===== src/rtl/prll_bs_pkg.sv =====
// prll_bs_pkg: shared types and helpers for the prll_bs bus arbiter family.
//   state_t      : arbiter FSM states (IDLE, DELIVER).
//   MAX_BITS     : widest data word accepted by get_dst_id.
//   drvr_idx_w() : index width needed to address n drivers (at least 1).
//   get_dst_id() : extracts the id_w-bit destination field from the top of a word.
package prll_bs_pkg;

  typedef enum logic {
    IDLE    = 1'b0,
    DELIVER = 1'b1
  } state_t;

  localparam int unsigned MAX_BITS = 256;

  function automatic int unsigned drvr_idx_w(input int unsigned n);
    return (n < 2) ? 1 : $clog2(n);
  endfunction

  // word is the data word zero-extended to MAX_BITS; the ID sits in
  // bits [bits-1 -: id_w]. Supports id_w up to 32.
  function automatic logic [31:0] get_dst_id(input logic [MAX_BITS-1:0] word,
                                             input int unsigned bits,
                                             input int unsigned id_w);
    logic [MAX_BITS-1:0] sh;
    logic [31:0]         mask;
    sh   = word >> (bits - id_w);
    mask = (id_w >= 32) ? '1 : ((32'd1 << id_w) - 32'd1);
    return sh[31:0] & mask;
  endfunction

endpackage


===== src/rtl/prll_bs_rr_pick.sv =====
// prll_bs_rr_pick: combinational cyclic priority picker.
//   req [drvrs]  : request vector.
//   ptr [idx_w]  : index that has highest priority this cycle (< drvrs).
//   gnt [drvrs]  : one-hot grant of the first request at or after ptr.
//   idx [idx_w]  : binary index of the granted request.
//   any          : at least one request is present.
module prll_bs_rr_pick
  import prll_bs_pkg::*;
#(
  parameter int unsigned drvrs = 4,
  parameter int unsigned idx_w = 2
) (
  input  logic [drvrs-1:0] req,
  input  logic [idx_w-1:0] ptr,
  output logic [drvrs-1:0] gnt,
  output logic [idx_w-1:0] idx,
  output logic             any
);

  logic [2*drvrs-1:0] dbl;
  int unsigned        sel;

  // Rotating a doubled copy right by ptr puts the highest-priority request
  // at bit 0, so a plain fixed-priority scan gives the cyclic order.
  always_comb begin
    dbl = {req, req} >> ptr;
    any = 1'b0;
    sel = 0;
    gnt = '0;
    for (int unsigned k = 0; k < drvrs; k++) begin
      if (!any && dbl[k]) begin
        any = 1'b1;
        sel = 32'(ptr) + k;
        if (sel >= drvrs) sel = sel - drvrs;
      end
    end
    for (int unsigned j = 0; j < drvrs; j++) begin
      gnt[j] = any && (sel == j);
    end
    idx = idx_w'(sel);
  end

endmodule


===== src/rtl/prll_bs_rr_arbiter.sv =====
// prll_bs_rr_arbiter: single-bus round-robin arbiter for drvrs drivers, each
// attached through an external FWFT FIFO pair.
//   clk, reset : rising-edge clock, synchronous active-high reset.
//   pndng/pop  : source FIFO non-empty flags / one-hot pop strobes.
//   D_pop      : packed source words, slice i = [i*bits +: bits].
//   full/push  : destination FIFO full flags / push strobes (multi-hot on broadcast).
//   D_push     : packed bus word, every slice identical.
//   drop       : one-cycle pulse when a word with an invalid destination is discarded.
//   busy       : a word is held on the bus waiting for delivery.
// Optional macro PRLL_BS_STATS_EN adds saturating counters xfer_cnt [31:0]
// (completed deliveries) and drop_cnt [15:0] (drop pulses).
module prll_bs_rr_arbiter
  import prll_bs_pkg::*;
#(
  parameter int unsigned     bits      = 32,
  parameter int unsigned     drvrs     = 4,
  parameter int unsigned     id_w      = 8,
  parameter logic [id_w-1:0] broadcast = '1
) (
  input  logic                  clk,
  input  logic                  reset,
  input  logic [drvrs-1:0]      pndng,
  output logic [drvrs-1:0]      pop,
  input  logic [drvrs*bits-1:0] D_pop,
  input  logic [drvrs-1:0]      full,
  output logic [drvrs-1:0]      push,
  output logic [drvrs*bits-1:0] D_push,
  output logic                  drop,
  output logic                  busy
`ifdef PRLL_BS_STATS_EN
  ,
  output logic [31:0]           xfer_cnt,
  output logic [15:0]           drop_cnt
`endif
);

  localparam int unsigned IDX_W = drvr_idx_w(drvrs);

  state_t             state_q, state_d;
  logic [IDX_W-1:0]   rr_ptr_q, rr_ptr_d;
  logic [bits-1:0]    bus_reg_q, bus_reg_d;
  logic [IDX_W-1:0]   src_reg_q, src_reg_d;
  logic [drvrs-1:0]   dst_mask_q, dst_mask_d;
  logic               drop_q, drop_d;

  logic [drvrs-1:0]   pick_gnt;
  logic [IDX_W-1:0]   pick_idx;
  logic               pick_any;
  logic [bits-1:0]    win_word;
  logic [id_w-1:0]    dst_id;
  logic [drvrs-1:0]   dst_onehot;
  logic               dst_valid;

  function automatic logic [IDX_W-1:0] inc_idx(input logic [IDX_W-1:0] i);
    return (32'(i) == drvrs - 1) ? '0 : i + IDX_W'(1);
  endfunction

  prll_bs_rr_pick #(
    .drvrs (drvrs),
    .idx_w (IDX_W)
  ) u_pick (
    .req (pndng),
    .ptr (rr_ptr_q),
    .gnt (pick_gnt),
    .idx (pick_idx),
    .any (pick_any)
  );

  // Winner's word and destination decode.
  always_comb begin
    win_word = '0;
    for (int unsigned k = 0; k < drvrs; k++) begin
      if (pick_gnt[k]) win_word = D_pop[k*bits +: bits];
    end
    dst_id     = id_w'(get_dst_id(MAX_BITS'(win_word), bits, id_w));
    dst_onehot = '0;
    for (int unsigned k = 0; k < drvrs; k++) begin
      dst_onehot[k] = (32'(dst_id) == k);
    end
    dst_valid = (32'(dst_id) < drvrs) && (32'(dst_id) != 32'(pick_idx));
  end

  always_comb begin
    state_d    = state_q;
    rr_ptr_d   = rr_ptr_q;
    bus_reg_d  = bus_reg_q;
    src_reg_d  = src_reg_q;
    dst_mask_d = dst_mask_q;
    drop_d     = 1'b0;
    pop        = '0;
    push       = '0;
    case (state_q)
      IDLE: begin
        if (pick_any) begin
          pop       = pick_gnt;
          bus_reg_d = win_word;
          src_reg_d = pick_idx;
          if (dst_id == broadcast) begin
            dst_mask_d = ~pick_gnt;
            state_d    = DELIVER;
          end else if (dst_valid) begin
            dst_mask_d = dst_onehot;
            state_d    = DELIVER;
          end else begin
            dst_mask_d = '0;
            drop_d     = 1'b1;
            rr_ptr_d   = inc_idx(pick_idx);
          end
        end
      end
      DELIVER: begin
        // Broadcast waits until every destination has room at once.
        if ((full & dst_mask_q) == '0) begin
          push     = dst_mask_q;
          rr_ptr_d = inc_idx(src_reg_q);
          state_d  = IDLE;
        end
      end
      default: state_d = IDLE;
    endcase
    // Strobes are suppressed during reset so a held word is never delivered.
    if (reset) begin
      pop  = '0;
      push = '0;
    end
  end

  always_ff @(posedge clk) begin
    if (reset) begin
      state_q    <= IDLE;
      rr_ptr_q   <= '0;
      bus_reg_q  <= '0;
      src_reg_q  <= '0;
      dst_mask_q <= '0;
      drop_q     <= 1'b0;
    end else begin
      state_q    <= state_d;
      rr_ptr_q   <= rr_ptr_d;
      bus_reg_q  <= bus_reg_d;
      src_reg_q  <= src_reg_d;
      dst_mask_q <= dst_mask_d;
      drop_q     <= drop_d;
    end
  end

  assign D_push = {drvrs{bus_reg_q}};
  assign drop   = drop_q;
  assign busy   = (state_q == DELIVER);

`ifdef PRLL_BS_STATS_EN
  logic [31:0] xfer_cnt_q, xfer_cnt_d;
  logic [15:0] drop_cnt_q, drop_cnt_d;
  logic        deliver_done;

  always_comb begin
    deliver_done = (state_q == DELIVER) && ((full & dst_mask_q) == '0);
    xfer_cnt_d   = xfer_cnt_q;
    drop_cnt_d   = drop_cnt_q;
    if (deliver_done && (xfer_cnt_q != '1)) xfer_cnt_d = xfer_cnt_q + 32'd1;
    if (drop_d && (drop_cnt_q != '1))       drop_cnt_d = drop_cnt_q + 16'd1;
  end

  always_ff @(posedge clk) begin
    if (reset) begin
      xfer_cnt_q <= '0;
      drop_cnt_q <= '0;
    end else begin
      xfer_cnt_q <= xfer_cnt_d;
      drop_cnt_q <= drop_cnt_d;
    end
  end

  assign xfer_cnt = xfer_cnt_q;
  assign drop_cnt = drop_cnt_q;
`endif

endmodule


===== config.mk =====
export PLATFORM = sky130hd
export DESIGN_NAME = prll_bs_rr_arbiter
export DESIGN_NICKNAME = d
export VERILOG_FILES = /design/src/rtl/prll_bs_pkg.sv /design/src/rtl/prll_bs_rr_pick.sv /design/src/rtl/prll_bs_rr_arbiter.sv
export SDC_FILE = /design/constraint.sdc
export NUM_CORES = 1
export LEC_CHECK = 0
export ABC_AREA = 1
export BUFFER_PORTS_ARGS = -buffer_cell sky130_fd_sc_hd__buf_4
export CAP_MARGIN = 10
export CORE_AREA = 5 5 105 107
export CTS_BUF_LIST = sky130_fd_sc_hd__clkbuf_8
export CTS_CLUSTER_DIAMETER = 80
export DETAILED_ROUTE_END_ITERATION = 6
export DIE_AREA = 0 0 110 112
export GPL_TIMING_DRIVEN = 0
export PLACE_DENSITY = 0.88
export SLEW_MARGIN = 25
export SYNTH_ARGS = -nofsm -noshare
export SYNTH_HDL_FRONTEND = slang
export SYNTH_SLANG_ARGS = --single-unit

===== constraint.sdc =====
create_clock -name clk -period 5.2 [get_ports clk]
set_input_delay 0.52 -clock clk [delete_from_list [all_inputs] [get_ports clk]]
set_output_delay 0.52 -clock clk [all_outputs]
set_load 0.02 [all_outputs]

# After elaboration in Yosys (flattened, before gate mapping)
# Index checks and enable logic that the tools add are counted.
# classes
addsub,9
order_cmp,5
n_eq_ne,14
shifts,1
muxes,37
bitwise,4
reduce_logical,17
# op_table
cell,count
32-bit 2-to-1 mux,12
"32-bit by 3-bit >= comparator with 1-bit output, second input constant",3
"32-bit by 3-bit subtractor with 32-bit output, second input constant",3
"32-bit by 2-bit equality test with 1-bit output, second input constant",2
"32-bit by 1-bit equality test with 1-bit output, second input constant",1
32-bit logical NOT,1
4-bit 2-to-1 mux,8
"8-bit by 2-bit equality test with 1-bit output, second input constant",2
2-bit 2-to-1 mux,6
1-bit 2-to-1 mux,9
"8-bit by 1-bit equality test with 1-bit output, second input constant",1
"8-bit equality test, second input constant",1
1-bit logical AND,8
8-bit logical NOT,1
"8-bit by 3-bit < comparator with 1-bit output, second input constant",1
8-bit by 2-bit inequality test with 1-bit output,1
8-bit by 2-bit right shift with 4-bit output,1
"2-bit by 2-bit adder with 3-bit output, second input constant",2
"2-bit inequality test, second input constant",3
"2-bit by 1-bit adder with 2-bit output, second input constant",2
4-bit bitwise AND,1
"2-bit equality test, second input constant",2
4-bit logical NOT,1
4-bit NOT,1
other kinds (11),14
# word_totals
register_bits,42
input_bits,138
out_inout_bits,138
word_cells,93

# Depth between registers and ports, before layout
# Gate-level depths: netlist of run 1.
# depth
ltp_word,23
mapped_depth,29
ltp_nobuf,28

# Hierarchy
# From an unflattened synthesis of run 1, not the netlist that was laid out.
# hier_totals
hier_cells,565
hier_area_um2,3915.0
# modules_own_cells
mod,n_inst,cells_per_inst,area_each_um2
prll_bs_rr_arbiter,1,493,3492.1
prll_bs_rr_pick,1,72,422.9

# Worst setup path before layout of run 1
# No wires, ideal clock.
# synth_path
kind,register to register
start,reg rr_ptr_q[0]
end,reg rr_ptr_q[0]
setup_time_ns,0.113
t_arrival_ns,2.873
t_required_ns,5.087
slack_ns,2.214
path_stages_with_launch,26
path_buffers,2
synth_period_minus_slack_ns,2.986
cell_sequence,dfxtp_1 buf_6 inv_4 nand2_2 nand3_1 nand2_2 inv_2 nor2_4 nand3_4 inv_1 o21ai_0 o21a_1 ha_1 inv_1 clkbuf_1 nand4_1 nand3_1 nand2_1 nand2_1 nand2_1 nor2_2 nand2_2 nand3_1 nand2_1 nor2_1 nor2_1
# synth_between
elab_chain_cells,21
elab_cells_between_ends,57
classes_between,add/sub: 8; order compare: 5; eq/ne: 9; shift: 1; mux: 21; reduce/logical: 13
# synth_lines
element,line,rtl
from (decl),prll_bs_rr_arbiter.sv:40,"logic [IDX_W-1:0] rr_ptr_q, rr_ptr_d;"
from (signal assigned),prll_bs_rr_arbiter.sv:138,rr_ptr_q <= rr_ptr_d;
"parallel branches: the longest is 10 deep, another holds 32-bit by 3-bit subtractor with 32-bit output",n/a,
32-bit 2-to-1 mux *,prll_bs_rr_pick.sv:31,if (!any && dbl[k]) begin
named net pick_idx[0],prll_bs_rr_arbiter.sv:47,logic [IDX_W-1:0] pick_idx;
32-bit logical NOT,prll_bs_rr_pick.sv:38,gnt[j] = any && (sel == j);
1-bit logical AND,prll_bs_rr_pick.sv:38,
32-bit 2-to-1 mux (4 in series),prll_bs_rr_arbiter.sv:73,if (pick_gnt[k]) win_word = D_pop[k*bits +: bits];
8-bit by 3-bit < comparator with 1-bit output or 8-bit by 2-bit inequality test with 1-bit output (tied branches),prll_bs_rr_arbiter.sv:80,dst_valid = (32'(dst_id) < drvrs) && (32'(dst_id) != 32'(pick_idx));
1-bit logical AND,prll_bs_rr_arbiter.sv:80,
2-bit inequality test (no source line),n/a,
4-bit AND reduction (no source line),n/a,
# Mark *: on every way through the listed nets, which the timed path passes. The select of a mux whose other input is x is not followed.
# A chain may end at the register's enable or synchronous reset.

# Worst setup path after layout of run 1
# layout_path
start,reg rr_ptr_q[0]
end,reg rr_ptr_q[1]
# Same word-level chain as after synthesis.

==> results.md, run 1 <==
* Insertion delay to the later sink of the worst-skew pair at 300 ps
* Fin. max-slew vios at 0
* Share of post-route cells with drive strength above 1 at 45.82%
* Commonest cells after routing, fill and taps aside: sky130_fd_sc_hd__buf_4 (372), sky130_fd_sc_hd__nand2_1 (122), sky130_fd_sc_hd__nand3_1 (74)
* Post-detailed-route via-to-cell ratio at 4.870
* Overall die area at 0.01232 mm2
* Dominant combinational cell family by area after synthesis: simple AND/OR/NAND/NOR gates
* Initial standard-cell utilization of the core at 40.44%
* Maximum net fanout on the critical path at 10
* CP Capture Type: flop
* Pin slew with the least headroom to its limit at 666.6 ps
* Share of synthesized flip-flops with an asynchronous set or reset at 0%
* Classification of the worst-slack hold path: in -> reg
* Number of synthesized flops with an enable pin at 0
* Top cells by area, synth: sky130_fd_sc_hd__dfxtp_1 (21%), sky130_fd_sc_hd__buf_4 (18%), sky130_fd_sc_hd__nand2_1 (11%)
* Synthesized area divided by synthesized cell count at 6.241 um2
* Die Span Y at 112 um
* Global-route wire length before repair at 25.05 mm
* Critical Path Source Type: flop
* Commonest non-fill, non-tap cell in the layout: sky130_fd_sc_hd__buf_4
* Multiplexer fraction of the synthesized cell area at 0%
* Count of H-tree levels built during CTS at 2
* Flip-flop and latch count after synthesis at 42
* Number of clock sinks seen by CTS at 42
* Data required time at the worst endpoint at 5410 ps
* Sum of overflow across all layers after global routing at 0
* Routed wire length at 16.76 mm
* Fraction of post-synthesis cell area in the top cell type by area at 20.70%
* Via total after detailed routing at 5211
* Maximum number of pins on one net before global-route repair at 14
* Leakage at 3.493 nW
* Result of the run: completed
* Antenna violations before repair at 0
* R2R depth at 25
* Netlist Area Pre-Place at 0.004063 mm2
* Count of warnings emitted by yosys at 0
* Power Dens Cells at 783.9 mW/mm2
* Synthesized instance count at 651
* Endpoints failing setup at 0
* Routed wire length per instance at 15.66 um
* Peak supply drop at 0.3242 mV
* Fraction of the mapped netlist area in compound gates at 17.00%
* Via count of the first global-routing pass at 4809
* Number of standard-cell rows in the floorplan at 37
* Final setup skew at 10.10 ps
* Max_cap viols at 0
* TritonCTS clock tree: yes
* Synth Area in Simple Gates at 32.34%
* Met3 track demand over resource at 6.203%
* Core region area at 0.01005 mm2
* Achievable Freq at 262.9 MHz
* Met2 capacity usage during global routing at 43.49%
* Critical path class: reg -> reg
* Post-synth cell types at 32
* # diodes at 0
* M1 GR Usage at 32.14%
* Arithmetic-cell share of the synthesized area counting full adders, half adders and majority gates at 2.772%
* First-pass DRT Iterations at 5
* DRC violations left at 0
* Input/output buffers at 275
* Fin crit period at 3804 ps
* Number of nets in the synthesized netlist at 798
* Post-route fraction of the period consumed by the critical path at 73.15%
* Cell type contributing the most total cell area after synthesis: sky130_fd_sc_hd__dfxtp_1
* Die outline width at 110 um
* Num CTS Buffers at 5
* Total Nets Final at 1080
* RSZ-0062 raised after global routing: no
* Total power of the final layout at 5.011 mW
* Headroom to the max-slew limit at 55.56%
* Number of gates resized after cts at 0
* Maximum number of buffers from clock root to sink at 2
* CTS clk-pin slew, worst paths at 90 ps
* Number of cells traversed by the worst hold path at 3
* Global-route total usage across every layer at 25.67%
* Hold slack final at 511.4 ps
* Clk root buf: sky130_fd_sc_hd__clkbuf_8
* Ports at 276
* Post-CTS setup repair buffer count at 0
* Post-DP HPWL at 13.87 mm
* Global routing's busiest layer: met2
* Dominant register cell in the synthesized netlist: sky130_fd_sc_hd__dfxtp_1
* Xor and xnor area share after synthesis at 0.2156%
* Number of hold buffers added after CTS at 0
* Antenna-violating nets left at 0
* Layout overhead on the synthesized area at 57.35%
* Post-Route Setup TNS at 0 ps
* Final count of hold timing violations at 0
* Final weighted congestion of routability-driven global placement at 0.9113
* Iteration-0 DRC count of the detailed router at 284
* Post-synthesis sequential area ratio at 20.70%
* Data arrival time of the critical path at 4010 ps
-- sequential cells by signal, indices dropped and copies added, names as in the netlist --
register / flops
rr_ptr_q: 2
src_reg_q: 2
busy: 1
drop: 1
bus_reg_q: 32
dst_mask_q: 4
-- metrics by stage --
step / instance area (um2) / cells / setup slack (ps) / util (%)
5_1_grt: 6392 / 1070 / 1089 / 63.63
2_1_floorplan: 4063 / 651 / 2214 / -
4_1_cts: 6392 / 1070 / 1448 / 63.63
6_report: 6392 / 1070 / 1396 / 63.63
3_5_place_dp: 6297 / 1062 / 1428 / 62.69
3_3_place_gp: 6297 / 1062 / 1477 / 62.69
-- final timing paths --
check / start / to / slack [ps]
setup / recovery: rr_ptr_q[0]$_SDFFE_PP0P_ / rr_ptr_q[1]$_SDFFE_PP0P_ / 1400
hold / removal: D_pop[105] / bus_reg_q[9]$_SDFFE_PP0P_ / 510
setup reg to reg: rr_ptr_q[0]$_SDFFE_PP0P_ / rr_ptr_q[1]$_SDFFE_PP0P_ / 1400
hold reg to reg: bus_reg_q[18]$_SDFFE_PP0P_ / bus_reg_q[18]$_SDFFE_PP0P_ / 520
-- kinds of logic (layout without fill, tap and decap cells) --
group,Yosys count,count (layout)
buffers and inverters,181,464
flip-flops,42,42
AO/OA/AOI/OAI,135,135
XOR/XNOR,1,1
adder cells (fa/ha/maj),9,9
AND/OR/NAND/NOR,283,283
-- worst max-delay path, cell delays in order, from the launching register on --
cell and delay (ps):
sky130_fd_sc_hd__dfxtp_1 420, sky130_fd_sc_hd__buf_6 170, sky130_fd_sc_hd__inv_4 70, sky130_fd_sc_hd__nand2_2 60, sky130_fd_sc_hd__nand3_1 70, sky130_fd_sc_hd__nand2_2 130, sky130_fd_sc_hd__inv_2 50, sky130_fd_sc_hd__nor2_4 140
sky130_fd_sc_hd__nand3_4 140, sky130_fd_sc_hd__inv_1 70, sky130_fd_sc_hd__o21ai_0 70, sky130_fd_sc_hd__o21a_1 170, sky130_fd_sc_hd__ha_1 230, sky130_fd_sc_hd__inv_1 90, sky130_fd_sc_hd__clkbuf_1 520, sky130_fd_sc_hd__nand4_1 170
sky130_fd_sc_hd__nand3_1 100, sky130_fd_sc_hd__nand2_1 70, sky130_fd_sc_hd__nand2_1 170, sky130_fd_sc_hd__nand2_1 110, sky130_fd_sc_hd__nor2_2 170, sky130_fd_sc_hd__nand2_2 100, sky130_fd_sc_hd__nand3_1 150, sky130_fd_sc_hd__nand2_1 110
sky130_fd_sc_hd__nor2_1 100, sky130_fd_sc_hd__nor2_1 50
-- report_power, final --
group | total (mW) | switching (mW) | leakage, nW | internal (mW)
Combinational | 4.19 | 2.52 | 3.10 | 1.67
Sequential | 0.589 | 0.138 | 0.347 | 0.451
Clock | 0.232 | 0.125 | 0.0472 | 0.107
Total | 5.01 | 2.78 | 3.49 | 2.23
-- metal layers --
metal / vias to the layer above / routed length (um)
met5: - / 0
met4: 0 / 384
met3: 29 / 1694
met2: 252 / 8131
met1: 2336 / 6550
li1: 2594 / -
-- final cells by class --
cell class | instances | area (um2)
Inverter | 50 | 190.2
Tap cell | 136 | 170.2
Buffer | 131 | 905.9
Clock inverter | 2 | 12.51
Timing Repair Buffer | 275 | 2064
Sequential cell | 42 | 840.8
Clock buffer | 6 | 82.58
Multi-Input combinational cell | 428 | 2126
Fill cell | 931 | 3654
-- cells in the mapped netlist (2+ instances only) --
library cell and number:
sky130_fd_sc_hd__o211ai_1 2, sky130_fd_sc_hd__nor2_2 6, sky130_fd_sc_hd__o21ai_1 4, sky130_fd_sc_hd__nand4_1 9
sky130_fd_sc_hd__nor2_1 45, sky130_fd_sc_hd__nand3_1 74, sky130_fd_sc_hd__buf_4 97, sky130_fd_sc_hd__nand3_2 4
sky130_fd_sc_hd__inv_2 9, sky130_fd_sc_hd__ha_1 9, sky130_fd_sc_hd__inv_1 39, sky130_fd_sc_hd__dfxtp_1 42
sky130_fd_sc_hd__clkbuf_1 24, sky130_fd_sc_hd__nand2_2 12, sky130_fd_sc_hd__o21ai_0 63, sky130_fd_sc_hd__buf_2 4
sky130_fd_sc_hd__nor2_4 3, sky130_fd_sc_hd__or2_1 2, sky130_fd_sc_hd__nand3b_1 2, sky130_fd_sc_hd__a21oi_1 63
sky130_fd_sc_hd__buf_6 6, sky130_fd_sc_hd__nand2_1 122
(Power assumes the default switching activity.)
==> inputs of run 2 (changes only) <==
--- a/config.mk
+++ b/config.mk
@@ -8,11 +8,12 @@
 export ABC_AREA = 1
 export BUFFER_PORTS_ARGS = -buffer_cell sky130_fd_sc_hd__buf_4
 export CAP_MARGIN = 10
-export CORE_AREA = 5 5 105 107
+export CORE_ASPECT_RATIO = 2
+export CORE_MARGIN = 5
+export CORE_UTILIZATION = 39
 export CTS_BUF_LIST = sky130_fd_sc_hd__clkbuf_8
 export CTS_CLUSTER_DIAMETER = 80
 export DETAILED_ROUTE_END_ITERATION = 6
-export DIE_AREA = 0 0 110 112
 export GPL_TIMING_DRIVEN = 0
 export PLACE_DENSITY = 0.88
 export SLEW_MARGIN = 25
==> constraint.sdc (replaced) <==
create_clock -name clk -period 3.2 [get_ports clk]
set_input_delay 0.32 -clock clk [delete_from_list [all_inputs] [get_ports clk]]
set_output_delay 0.32 -clock clk [all_outputs]
set_load 0.02 [all_outputs]
==> run 2 against run 1 <==
The flow now finishes with violations (negative setup slack). Clock skew decreased by 5.9 ps. First-iteration DRC count decreased by 8.1%. Hold slack got worse by 210 ps. Critical endpoint is now rr_ptr_q[0]$_SDFFE_PP0P_. Largest cell class unchanged.
==> results.md, run 2 (synthesis results as in run 1) <==
* Result of the run: finished with violations
* Violated checks: negative setup slack
* Number of standard-cell rows in the floorplan at 52
* Ports at 276
* Antenna-violating nets left at 0
* Post-DP HPWL at 14.21 mm
* Peak supply drop at 0.6228 mV
* Maximum number of buffers from clock root to sink at 2
* Hold Path End: bus_reg_q[19]$_SDFFE_PP0P_
* Achievable Freq at 300.9 MHz
* Commonest non-fill, non-tap cell in the layout: sky130_fd_sc_hd__buf_4
* Die Span Y at 154.3 um
* Sum of overflow across all layers after global routing at 0
* Pin slew with the least headroom to its limit at 588.7 ps
* Number of clock sinks seen by CTS at 42
* Endpoints failing setup at 4
* R2R depth at 23
* Routed wire length at 18.40 mm
* Number of hold buffers added after CTS at 0
* Reg with most FFs: bus_reg_q
* Input/output buffers at 275
* Final count of hold timing violations at 0
* Global-route wire length before repair at 26.54 mm
* Number of cells traversed by the worst hold path at 3
* Critical Path Source Type: flop
* Reg-to-reg slack, setup at -120 ps
* Classification of the worst-slack hold path: in -> reg
* Initial standard-cell utilization of the core at 40.03%
* Fin. max-slew vios at 0
* Setup WS post-layout at -123.7 ps
* DRC violations left at 0
* Layout overhead on the synthesized area at 70.59%
* Beginning of the worst register-to-register path: rr_ptr_q[0]$_SDFFE_PP0P_
* Insertion delay to the later sink of the worst-skew pair at 300 ps
* Top Registers: bus_reg_q (32), dst_mask_q (4)
* Commonest cells after routing, fill and taps aside: sky130_fd_sc_hd__buf_4 (404), sky130_fd_sc_hd__nand2_1 (110), sky130_fd_sc_hd__nand3_1 (66)
* Count of H-tree levels built during CTS at 2
* Global-route total usage across every layer at 27.04%
* Overall die area at 0.01268 mm2
* Share of post-route cells with drive strength above 1 at 52.22%
* Total power of the final layout at 9.554 mW
* Via count of the first global-routing pass at 5314
* Max_cap viols at 0
* Headroom to the max-slew limit at 60.75%
* Die outline width at 82.17 um
* Antenna violations before repair at 0
* Power Dens Cells at 1379 mW/mm2
* Via total after detailed routing at 5476
* RSZ-0062 raised after global routing: yes
* Data arrival time of the critical path at 3550 ps
* Data required time at the worst endpoint at 3430 ps
* Post-Route Setup TNS at -286.3 ps
* Number of fill cells at 904
* Fin crit period at 3324 ps
* Clk root buf: sky130_fd_sc_hd__clkbuf_8
* Leakage at 3.755 nW
* Final setup skew at 4.208 ps
* Final weighted congestion of routability-driven global placement at 0.9462
* Iteration-0 DRC count of the detailed router at 261
* CTS clk-pin slew, worst paths at 90 ps
* Routed wire length per instance at 16.70 um
* Num CTS Buffers at 5
* Critical path class: reg -> reg
* Post-route fraction of the period consumed by the critical path at 103.9%
* Reg2reg end: rr_ptr_q[0]$_SDFFE_PP0P_
* HP Start: D_pop[115]
* CP Capture Type: flop
* Maximum number of pins on one net before global-route repair at 14
* Total Nets Final at 1113
* Post-detailed-route via-to-cell ratio at 4.969
* First-pass DRT Iterations at 5
* TritonCTS clock tree: yes
* Core region area at 0.01015 mm2
* Largest register FFs at 32
* Maximum net fanout on the critical path at 7
* # diodes at 0
-- run 2: metal layers --
layer | up-vias | track usage [%] | wire length [um]
li1 | 2661 | - | -
met1 | 2487 | 27.88 | 6071
met2 | 282 | 50.68 | 10270
met3 | 46 | 4.424 | 1395
met4 | 0 | 12.36 | 668
met5 | - | 0 | 0
-- run 2: worst max-delay path, stage by stage (launching register included) --
cell and delay (ps):
sky130_fd_sc_hd__dfxtp_4 430, sky130_fd_sc_hd__inv_8 60, sky130_fd_sc_hd__nand2_2 80, sky130_fd_sc_hd__nand3_4 90, sky130_fd_sc_hd__nand2_4 110, sky130_fd_sc_hd__nor2_4 60
sky130_fd_sc_hd__buf_6 110, sky130_fd_sc_hd__buf_4 130, sky130_fd_sc_hd__nand4_1 90, sky130_fd_sc_hd__nand2_2 110, sky130_fd_sc_hd__inv_2 110, sky130_fd_sc_hd__ha_4 130
sky130_fd_sc_hd__nand4_1 240, sky130_fd_sc_hd__buf_6 250, sky130_fd_sc_hd__clkbuf_16 160, sky130_fd_sc_hd__nand3_2 90, sky130_fd_sc_hd__nand2_1 70, sky130_fd_sc_hd__o21ai_0 120
sky130_fd_sc_hd__nand2_1 110, sky130_fd_sc_hd__nor2_2 180, sky130_fd_sc_hd__nand3_1 150, sky130_fd_sc_hd__nand4_1 140, sky130_fd_sc_hd__nand2_1 100, sky130_fd_sc_hd__nor2_1 140
-- run 2: report_power, final --
part	leakage, nW	switching [mW]	total [mW]	internal (mW)
sequential	0.348	0.258	0.998	0.740
clock	0.0530	0.202	0.377	0.176
combinational	3.35	4.64	8.18	3.54
total	3.76	5.10	9.55	4.45
-- run 2: worst max path at each step --
| stage | from | to | slack, ps | cells after the start |
|---|---|---|---|---|
| after floorplan | rr_ptr_q[0]$_SDFFE_PP0P_ | rr_ptr_q[0]$_SDFFE_PP0P_ | 210 | 25 |
| after global placement | rr_ptr_q[0]$_SDFFE_PP0P_ | rr_ptr_q[0]$_SDFFE_PP0P_ | -440 | 25 |
| after detailed placement | rr_ptr_q[0]$_SDFFE_PP0P_ | rr_ptr_q[0]$_SDFFE_PP0P_ | -520 | 25 |
| after CTS | rr_ptr_q[1]$_SDFFE_PP0P_ | rr_ptr_q[0]$_SDFFE_PP0P_ | 10 | 24 |
| after global routing | rr_ptr_q[0]$_SDFFE_PP0P_ | rr_ptr_q[0]$_SDFFE_PP0P_ | -300 | 24 |
| final | rr_ptr_q[0]$_SDFFE_PP0P_ | rr_ptr_q[0]$_SDFFE_PP0P_ | -120 | 23 |
-- run 2: final cells by class --
type	count	area, um2	share of cell area (%)
clock buffer	6	82.58	1.192
sequential	42	848.3	12.24
inverter	50	207.7	2.997
timing repair buffer	310	2356	34.00
buffer	129	939.7	13.56
tap	135	168.9	2.437
multi-input combinational	428	2315	33.40
clock inverter	2	12.51	0.1805
-- run 2: stage by stage --
stage | utilization (%) | setup WS [ps] | hold WS [ps] | instance area (um2) | cells
after floorplan | - | 214.0 | 516.9 | 4063 | 651
final | 68.28 | -123.7 | 302.3 | 6930 | 1102
after global routing | 68.28 | -300.1 | 307.9 | 6930 | 1102
after global placement | 62.03 | -444.1 | 506.3 | 6296 | 1061
after detailed placement | 62.03 | -524.5 | 517.4 | 6296 | 1061
after CTS | 64.46 | 13.79 | 300.5 | 6543 | 1082
-- run 2: what timing repair did --
| item | CTS | global route |
|---|---|---|
| gates resized for setup | 22 | 82 |
| setup buffers | 14 | 19 |
| pin swaps | 8 | 29 |
| setup endpoints to repair | 34 | 34 |
| gates cloned | 1 | 1 |
==> inputs of run 3 (changes only) <==
--- a/config.mk
+++ b/config.mk
@@ -15,7 +15,7 @@
 export CTS_CLUSTER_DIAMETER = 80
 export DETAILED_ROUTE_END_ITERATION = 6
 export GPL_TIMING_DRIVEN = 0
-export PLACE_DENSITY = 0.88
+export PLACE_DENSITY = 0.78
 export SLEW_MARGIN = 25
 export SYNTH_ARGS = -nofsm -noshare
 export SYNTH_HDL_FRONTEND = slang
==> run 3 against run 2 <==
The run still ends with negative setup slack left. Setup slack gained 120 ps. Design area grew 1.7%. Core utilization grew 1.1 points. Final cell count grew 0.27%. Register-to-register slack gained 120 ps. Wire length shrank 0.36%. Critical path type unchanged. Largest power group unchanged.
==> results.md, run 3 (synthesis results as in run 1) <==
* Sum of overflow across all layers after global routing at 0
* Routed wire length at 18.34 mm
* Non-filler cells in the finished layout at 1105
* Post-detailed-route via-to-cell ratio at 4.938
* Global-route wire length before repair at 25.52 mm
* DRC violations left at 0
* RSZ-0062 raised after global routing: yes
* # diodes at 0
* Initial standard-cell utilization of the core at 40.03%
* Final count of hold timing violations at 0
* Reg with most FFs: bus_reg_q
* Placed Instances at 1061
* Top Registers: bus_reg_q (32), dst_mask_q (4)
* Input/output buffers at 275
* Largest register FFs at 32
* Number of fill cells at 929
* Commonest non-fill, non-tap cell in the layout: sky130_fd_sc_hd__buf_4
* Largest stage delay, worst path at 360 ps
* Maximum number of pins on one net before global-route repair at 14
* Via total after detailed routing at 5457
* Overall die area at 0.01268 mm2
* Antenna-violating nets left at 0
* Most common cell type on the critical path: sky130_fd_sc_hd__nand2_4
* CTS clk-pin slew, worst paths at 90 ps
* Die Span Y at 154.3 um
* Setup slack at placement at -558.0 ps
* Final setup skew at 16.78 ps
* Fin crit period at 3201 ps
* Leakage at 3.795 nW
* Antenna violations before repair at 0
* Share of post-route cells with drive strength above 1 at 54.33%
* Global-route total usage across every layer at 26.06%
* Via count of the first global-routing pass at 5074
* First-pass DRT Iterations at 5
* Ports at 276
* Classification of the worst-slack hold path: in -> reg
* Total Nets Final at 1116
* Endpoints failing setup at 1
* Number of standard-cell rows in the floorplan at 52
* Die outline width at 82.17 um
* Maximum net fanout on the critical path at 8
* Peak supply drop at 0.6388 mV
* Fin. max-slew vios at 0
* Commonest cells after routing, fill and taps aside: sky130_fd_sc_hd__buf_4 (402), sky130_fd_sc_hd__nand2_1 (99), sky130_fd_sc_hd__nand3_1 (65)
* Layout overhead on the synthesized area at 73.45%
* CP Capture Type: flop
* Post-route fraction of the period consumed by the critical path at 100.0%
* Pin slew with the least headroom to its limit at 557.9 ps
* Multi-input logic area at 0.002382 mm2
* Routed wire length per instance at 16.60 um
* Final weighted congestion of routability-driven global placement at 0.9022
* Standard cell with the maximum stage delay on the critical path: sky130_fd_sc_hd__dfxtp_4
* Post-DP HPWL at 14.09 mm
* Max_cap viols at 0
* Core region area at 0.01015 mm2
* TritonCTS clock tree: yes
* Maximum number of buffers from clock root to sink at 2
* Power Dens Cells at 1392 mW/mm2
* Critical Path Source Type: flop
* Violated checks: negative setup slack
* Achievable Freq at 312.4 MHz
* Headroom to the max-slew limit at 62.80%
* Data required time at the worst endpoint at 3380 ps
* Hold slack final at 307.6 ps
* Register area at 845.8 um2
* Iteration-0 DRC count of the detailed router at 218
* Critical path class: reg -> reg
* Count of H-tree levels built during CTS at 2
* Result of the run: finished with violations
* Num CTS Buffers at 5
* Post-Route Setup TNS at -1.342 ps
* Clk root buf: sky130_fd_sc_hd__clkbuf_8
* Data arrival time of the critical path at 3380 ps
* Setup WS post-layout at -1.342 ps
* Number of hold buffers added after CTS at 0
* Insertion delay to the later sink of the worst-skew pair at 300 ps
* Number of clock sinks seen by CTS at 42
==> run 3: routing by layer <==
layer  vias to the layer above  part of all wire (%)  track usage, %
met5                         -                     0               0
met4                         0                   3.0           9.429
met3                        45                   8.8           5.995
met2                       280                    56           50.10
met1                      2465                    32           25.77
li1                       2667                     -               -
==> run 3: worst max-delay path, delay by kind of cell, from the launching register on <==
family | cells | cell delay, ps
buffers and inverters | 7 | 710
DFF | 1 | 360
and+or+nand+nor | 18 | 1550
AOI/OAI and AO/OA | 2 | 330
adders and majority gates | 1 | 160
==> run 3: path summary, 6_finish.rpt <==
path | from | to | slack, ps | cells after the start
hold / removal | D_pop[96] | bus_reg_q[0]$_SDFFE_PP0P_ | 310 | 3
hold reg to reg | bus_reg_q[4]$_SDFFE_PP0P_ | bus_reg_q[4]$_SDFFE_PP0P_ | 530 | 2
setup / recovery | rr_ptr_q[0]$_SDFFE_PP0P_ | rr_ptr_q[0]$_SDFFE_PP0P_ | -1 | 28
setup reg to reg | rr_ptr_q[0]$_SDFFE_PP0P_ | rr_ptr_q[0]$_SDFFE_PP0P_ | -1 | 28
==> run 3: layout make-up <==
| type | instances | area share (%) |
|---|---|---|
| Sequential cell | 42 | 12.00 |
| Multi-Input combinational cell | 428 | 33.81 |
| Tap cell | 135 | 2.397 |
| Buffer | 131 | 13.44 |
| Timing Repair Buffer | 311 | 34.09 |
| Clock buffer | 6 | 1.172 |
| Clock inverter | 2 | 0.1776 |
| Inverter | 50 | 2.912 |
==> run 3: timing repair <==
action	CTS	global route
resized for setup	21	89
pin swaps	6	30
setup endpoints to repair	34	34
cloned	0	1
setup buffers	13	22
==> run 3: where the power goes <==
group / switching (mW) / internal (mW) / total (mW)
clock: 0.203 / 0.176 / 0.378
sequential: 0.234 / 0.737 / 0.972
combinational: 4.76 / 3.70 / 8.46
total: 5.20 / 4.61 / 9.81
==> run 3: stage by stage <==
stage	area [um2]	power (mW)	utilization (%)
after floorplan	4063	5.605	-
after global placement	6296	7.671	62.03
after detailed placement	6296	7.761	62.03
after CTS	6561	8.546	64.65
after global routing	7047	10.55	69.43
final	7047	9.810	69.43
